**src/rtl/rbus_packet_tx_if.sv**
```systemverilog
// rbus_packet_tx_if: local write port and rbus output port of rbus_packet_tx
interface rbus_packet_tx_if;
  logic        l_stb, l_sof, l_eof, l_rdy;
  logic [71:0] l_data;
  logic        o_stb, o_sof, ff_err;
  logic [71:0] o_data;
  logic [1:0]  o_rdy, o_rdyE;
  modport master (
    input  l_stb, l_sof, l_eof, l_data, o_rdy, o_rdyE,
    output l_rdy, o_stb, o_sof, o_data, ff_err
  );
  modport slave (
    output l_stb, l_sof, l_eof, l_data, o_rdy, o_rdyE,
    input  l_rdy, o_stb, o_sof, o_data, ff_err
  );
endinterface

```
**src/rtl/rbus_packet_tx.sv**
```systemverilog
// rbus_packet_tx: buffers local packets in a FIFO and launches them as rbus frames.
// Define RBUS_TX_RDYE_WAIT_EN to launch only into an empty downstream lane.
module rbus_packet_tx #(
  parameter int DEPTH  = 32,
  parameter int MAXLEN = 16
) (
  input logic clk,
  input logic rst,
  rbus_packet_tx_if.master bus
);
  localparam int AW = $clog2(DEPTH);
  localparam int LW = $clog2(MAXLEN + 1) + 1;
  localparam logic [AW:0] FULL = (AW+1)'(DEPTH);
  localparam logic [LW-1:0] MAXL = LW'(MAXLEN);
  typedef enum logic {IDLE, SEND} state_t;
  state_t state_q, state_d;
  logic [73:0] mem [DEPTH];
  logic [73:0] head;
  logic [AW-1:0] wr_ptr_q, rd_ptr_q;
  logic [AW:0] used_q, used_d, pkt_cnt_q, pkt_cnt_d;
  logic [LW-1:0] len_q, len_d;
  logic [71:0] o_data_q, o_data_d;
  logic in_pkt_q, in_pkt_d, o_stb_q, o_stb_d, o_sof_q, o_sof_d;
  logic l_rdy_q, ff_err_q, err, push, pop, lane_ok, unused_bits;
  assign head = mem[rd_ptr_q];
  assign push = bus.l_stb & l_rdy_q;
`ifdef RBUS_TX_RDYE_WAIT_EN
  assign lane_ok = bus.o_rdy[head[71]] & bus.o_rdyE[head[71]];
  assign unused_bits = head[72];
`else
  assign lane_ok = bus.o_rdy[head[71]];
  assign unused_bits = head[72] ^ (^bus.o_rdyE);
`endif
  // launch needs an idle output cycle so frames are always separated by one gap
  assign pop = (state_q == SEND) | (!o_stb_q & (pkt_cnt_q != '0) & lane_ok);
  always_comb begin
    state_d   = pop ? (head[73] ? IDLE : SEND) : state_q;
    o_stb_d   = pop;
    o_sof_d   = pop & (state_q == IDLE);
    o_data_d  = pop ? head[71:0] : o_data_q;
    used_d    = used_q + (AW+1)'(push) - (AW+1)'(pop);
    pkt_cnt_d = pkt_cnt_q + (AW+1)'(push & bus.l_eof) - (AW+1)'(pop & head[73]);
    len_d     = bus.l_sof ? LW'(1) : (len_q > MAXL ? len_q : len_q + LW'(1));
    in_pkt_d  = push ? !bus.l_eof : in_pkt_q;
    err       = (bus.l_stb & !l_rdy_q) |
                (push & ((bus.l_sof == in_pkt_q) | (len_d > MAXL)));
  end
  always_ff @(posedge clk) begin
    if (!rst) begin
      state_q   <= IDLE;
      wr_ptr_q  <= '0;
      rd_ptr_q  <= '0;
      used_q    <= '0;
      pkt_cnt_q <= '0;
      len_q     <= '0;
      in_pkt_q  <= 1'b0;
      o_stb_q   <= 1'b0;
      o_sof_q   <= 1'b0;
      o_data_q  <= '0;
      l_rdy_q   <= 1'b0;
      ff_err_q  <= 1'b0;
    end else begin
      state_q   <= state_d;
      wr_ptr_q  <= wr_ptr_q + AW'(push);
      rd_ptr_q  <= rd_ptr_q + AW'(pop);
      used_q    <= used_d;
      pkt_cnt_q <= pkt_cnt_d;
      len_q     <= push ? len_d : len_q;
      in_pkt_q  <= in_pkt_d;
      o_stb_q   <= o_stb_d;
      o_sof_q   <= o_sof_d;
      o_data_q  <= o_data_d;
      l_rdy_q   <= used_d < FULL;
      ff_err_q  <= ff_err_q | err;
    end
  end
  always_ff @(posedge clk) begin
    if (push) mem[wr_ptr_q] <= {bus.l_eof, bus.l_sof, bus.l_data};
  end
  assign bus.o_stb  = o_stb_q;
  assign bus.o_sof  = o_sof_q;
  assign bus.o_data = o_data_q;
  assign bus.l_rdy  = l_rdy_q;
  assign bus.ff_err = ff_err_q;
endmodule

```
**src/flat_wrapper.sv**
```systemverilog
// flat-port wrapper written by rule: the top's interface ports become plain ports
module rbus_packet_tx_flat 
#(
  parameter int DEPTH  = 32,
  parameter int MAXLEN = 16
)
  (clk, rst, bus_l_stb, bus_l_sof, bus_l_eof, bus_l_data, bus_o_rdy, bus_o_rdyE, bus_l_rdy, bus_o_stb, bus_o_sof, bus_o_data, bus_ff_err);
  rbus_packet_tx_if bus_i ();
  input logic clk;
  input logic rst;
  input wire logic [$bits(bus_i.l_stb)-1:0] bus_l_stb;
  input wire logic [$bits(bus_i.l_sof)-1:0] bus_l_sof;
  input wire logic [$bits(bus_i.l_eof)-1:0] bus_l_eof;
  input wire logic [$bits(bus_i.l_data)-1:0] bus_l_data;
  input wire logic [$bits(bus_i.o_rdy)-1:0] bus_o_rdy;
  input wire logic [$bits(bus_i.o_rdyE)-1:0] bus_o_rdyE;
  output wire logic [$bits(bus_i.l_rdy)-1:0] bus_l_rdy;
  output wire logic [$bits(bus_i.o_stb)-1:0] bus_o_stb;
  output wire logic [$bits(bus_i.o_sof)-1:0] bus_o_sof;
  output wire logic [$bits(bus_i.o_data)-1:0] bus_o_data;
  output wire logic [$bits(bus_i.ff_err)-1:0] bus_ff_err;
  assign bus_i.l_stb = bus_l_stb;
  assign bus_i.l_sof = bus_l_sof;
  assign bus_i.l_eof = bus_l_eof;
  assign bus_i.l_data = bus_l_data;
  assign bus_i.o_rdy = bus_o_rdy;
  assign bus_i.o_rdyE = bus_o_rdyE;
  assign bus_l_rdy = bus_i.l_rdy;
  assign bus_o_stb = bus_i.o_stb;
  assign bus_o_sof = bus_i.o_sof;
  assign bus_o_data = bus_i.o_data;
  assign bus_ff_err = bus_i.ff_err;
  rbus_packet_tx #(.DEPTH(DEPTH), .MAXLEN(MAXLEN)) u_core (.clk(clk), .rst(rst), .bus(bus_i));
endmodule
```
**config.mk**
```make
export PLATFORM = sky130hd
export DESIGN_NAME = rbus_packet_tx_flat
export DESIGN_NICKNAME = d
export VERILOG_FILES = /design/src/rtl/rbus_packet_tx_if.sv /design/src/rtl/rbus_packet_tx.sv /design/src/flat_wrapper.sv
export SDC_FILE = /design/constraint.sdc
export NUM_CORES = 2
export LEC_CHECK = 0
export ABC_AREA = 1
export CAP_MARGIN = 30
export CORE_MARGIN = 3
export CORE_UTILIZATION = 54
export DETAILED_ROUTE_END_ITERATION = 7
export PLACE_DENSITY = 0.79
export RECOVER_POWER = 100
export SLEW_MARGIN = 20
export SYNTH_ARGS = -nofsm -noshare
export SYNTH_HDL_FRONTEND = slang
export SYNTH_SLANG_ARGS = --single-unit
```
**constraint.sdc**
```tcl
create_clock -name clk -period 11.8 [get_ports clk]
set_input_delay 2.36 -clock clk [delete_from_list [all_inputs] [get_ports clk]]
set_output_delay 2.36 -clock clk [all_outputs]
set_load 0.05 [all_outputs]
```
==> run_results.csv <==
group,metric,value,unit
finish,fill_cells,12245,
synthesis,ys_async_sr_fraction,0,%
die,die_y,426.4,um
die,row_count,153,
synthesis,syn_avg_cell_area,12.83,sq um
worst_setup_path,ff2ff_path_depth,13,
power_and_ir_drop,ir_worst_vdd,0.0002016,V
die,floorplan.die_area,0.1818,sq mm
drt,ant_nets,0,
die,fp.dieW,426.4,um
clock_tree,post_cts_buffers,0,
synthesis,ys.flop_type,"edfxtp_1",
worst_setup_path,timing.rr.start,"u_core.rd_ptr_q[0]",
clock_tree,holdBufCountCts,0,
grt,grt_max_degree,303,
clock_tree,cts_tree,"built",
sta,fmax,110.1,MHz
worst_setup_path,crit-reg2reg-capture,"u_core.bus.o_data[16]",
drt,drtIter0Drc,11081,
run,drv_cap,74,
synthesis,synth-edff-count,2336,
clock_tree,cts_resized,0,
finish,layout-drive-gt1-share,5.387,%
finish,final_common_cell,"edfxtp_1",
grt,grt_pass1_wl,379900,um
run_status,failed_checks,"design-rule violations, max-capacitance violations, max-slew violations",
sta,tns,0,ns
hold_path,min_to,"u_core.bus.ff_err",
finish,layout.cells.most_common_list,"edfxtp_1 (2336), nor2_1 (1602), o21ai_0 (1260)",
worst_setup_path,r2r_slack,3.91,ns
clock_tree,ctsLongestPathBuffers,3,
sta,fin_ws,2.716,ns
worst_setup_path,criticalPathCategory,"input pin to register",
drt,drt_first_pass_iters,8,
power_and_ir_drop,power_density,212.6,mW/mm^2
sta,slew_violations,2346,
clock_tree,clock-root-buffer,"clkbuf_16",
hold_path,min_from,"u_core.bus.ff_err",
sta,finalSetupViolCount,0,
synthesis,synth-seq-cells,2442,
synthesis,syn_nets,7543,
worst_setup_path,critPathRequiredTime,12.29,ns
synthesis,syn-cell-area,0.09545,sq mm
clock_tree,clkTransAtPathRegs,0.06,ns
finish,nets,7591,
die,boundaryPins,157,
drt,drc,1,
run_status,status,"finished, violations left",
synthesis,synth_warnings,0,
clock_tree,cts.sinks,2442,
drt,via_per_inst,6.406,
sta,worstMarginPinSlew,4.220,ns
synthesis,synthCells,7440,
drt,drt-total-wl,261300,um
sta,hold_viol_final,0,
drt,wl_per_cell,26.07,um
grt,grt_pass1_vias,61777,
hold_path,hold_depth,2,
synthesis,synth_sequential_area_ratio,75.72,%
worst_setup_path,cp-start-kind,"input pin",
clock_tree,clk-insertion-delay-late,0.90,ns
grt,grt.overflow.total,0,
clock_tree,cts.htree.levels,4,
worst_setup_path,crit_path_max_fanout,28,
drt,vias,64218,
sta,finClkSkew,0.05294,ns
finish,ff_latch_area,0.07228,sq mm
finish,multi_input_area,0.02085,sq mm
die,initial_core_util,54.61,%
grt,grt_antenna_before_repair,34,
hold_path,hold_path_class,"register to register",
clock_tree,cts_buffers,224,
die,core,0.1748,sq mm
finish,fin_util,60.96,%
sta,rsz0062_at_grt,"no",
worst_setup_path,endpoint_kind,"register",
placement,numPortBuffers,154,
placement,pre_cts_ws,4.778,ns
grt,grtUsageTotal,27.86,%
sta,slew_headroom,-181.3,%
synthesis,ys_types,41,
sta,period_minus_slack,9.084,ns
finish,area_growth,11.62,%
worst_setup_path,arrival,9.58,ns
placement,place_congestion,0.7766,
power_and_ir_drop,power_leakage,34.62,nW
sta,min_period_over_period,76.99,%
placement,dpl.hpwl,125300,um
[critical path: stages]
cell and delay, ns:
dlygate4sd3_1 0.55, nand2_1 0.26, inv_1 0.40, nand3_1 0.57
nor2_1 2.43, clkbuf_1 2.20, buf_4 0.76
[cell usage after synthesis (2+ instances only)]
cell      number  share of area [%]
o21bai_1       3              0.024
clkinv_1       2             0.0079
ha_1          20               0.26
a22oi_1        2              0.016
o211ai_1      89               0.70
xor2_1         3              0.028
buf_1         42               0.17
nor2_1      1620                6.4
nand4_1       11              0.072
a32oi_1        2              0.018
clkbuf_1     331                1.3
dfxtp_1      106                2.2
buf_6          4              0.047
nand3_1      213                1.1
a21oi_1       90               0.47
o21ai_0     1259                6.6
and2_1        38               0.25
nand2_1      476                1.9
buf_4         19               0.15
inv_1         75               0.29
buf_2        116               0.61
nand3b_1      44               0.35
o22ai_1      456                3.0
nor3_1         2              0.010
fa_1           2              0.042
clkbuf_2       2              0.010
edfxtp_1    2336                 73
a211oi_1       5              0.039
xnor2_1        2              0.018
o221ai_1      16               0.15
inv_2          3              0.012
o21ai_1       42               0.22
[metrics by stage]
stage / hold WS [ns] / cell area (sq um) / power (mW) / cells
finish: 0.4708 / 106500 / 22.65 / 10025
global route: 0.4940 / 106500 / 23.52 / 10022
CTS: 0.4821 / 106500 / 22.54 / 9939
detailed placement: 0.4687 / 99120 / 15.37 / 9516
global placement: 0.4503 / 98840 / 15.12 / 9504
floorplan: 0.4004 / 95450 / 13.76 / 7440
[logic make-up after synthesis]
logic type | Yosys count | synth area share (%)
flops | 2442 | 75.72
compound gates | 1970 | 11.27
fa+ha+maj | 22 | 0.3041
xor+xnor | 5 | 0.04589
simple gates | 2406 | 10.05
buf+inv | 595 | 2.603
[flip-flops by register name, indices dropped and copies added, names as in the netlist, 5 cells and up]
signal	cells
u_core.wr_ptr_q	5
u_core.rd_ptr_q	5
u_core.pkt_cnt_q	6
u_core.used_q	6
u_core.len_q	6
u_core.mem	2336
u_core.bus.o_data	72
[final cells by class]
type                       count  area share [%]
multi-input combinational   4403           19.57
sequential                  2442           67.85
inverter                      81          0.3300
antenna                       15         0.03523
clock buffer                 295           5.653
tap                         2325           2.731
timing repair buffer         336           2.527
clock inverter               128           1.309
[layer usage]
| metal | share of wire (%) | up-vias | track usage, % |
|---|---|---|---|
| met5 | 0.018 | - | 0 |
| met3 | 12 | 835 | 5.485 |
| met4 | 5.0 | 6 | 13.76 |
| li1 | - | 27357 | - |
| met1 | 35 | 31127 | 35.91 |
| met2 | 48 | 4893 | 45.44 |
[report_power, final]
part / total, mW / internal, mW / switching [mW] / leakage, nW
Sequential: 9.83 / 9.67 / 0.153 / 21.9
Combinational: 5.57 / 1.63 / 3.94 / 9.12
Clock: 7.26 / 4.06 / 3.20 / 3.62
[worst max path at each step]
stage,slack (ns),end,start,cells after the start
CTS,5.16,u_core.pkt_cnt_q[4],u_core.rd_ptr_q[2],22
global placement,4.53,u_core.pkt_cnt_q[4],u_core.rd_ptr_q[2],22
finish,2.72,u_core.mem[13][44],bus_l_stb,7
floorplan,5.37,u_core.mem[0][0],bus_l_stb,4
global route,2.71,u_core.mem[13][44],bus_l_stb,7
detailed placement,4.78,u_core.mem[13][28],bus_l_stb,7
No activity file was read; power rests on OpenSTA's default activity.
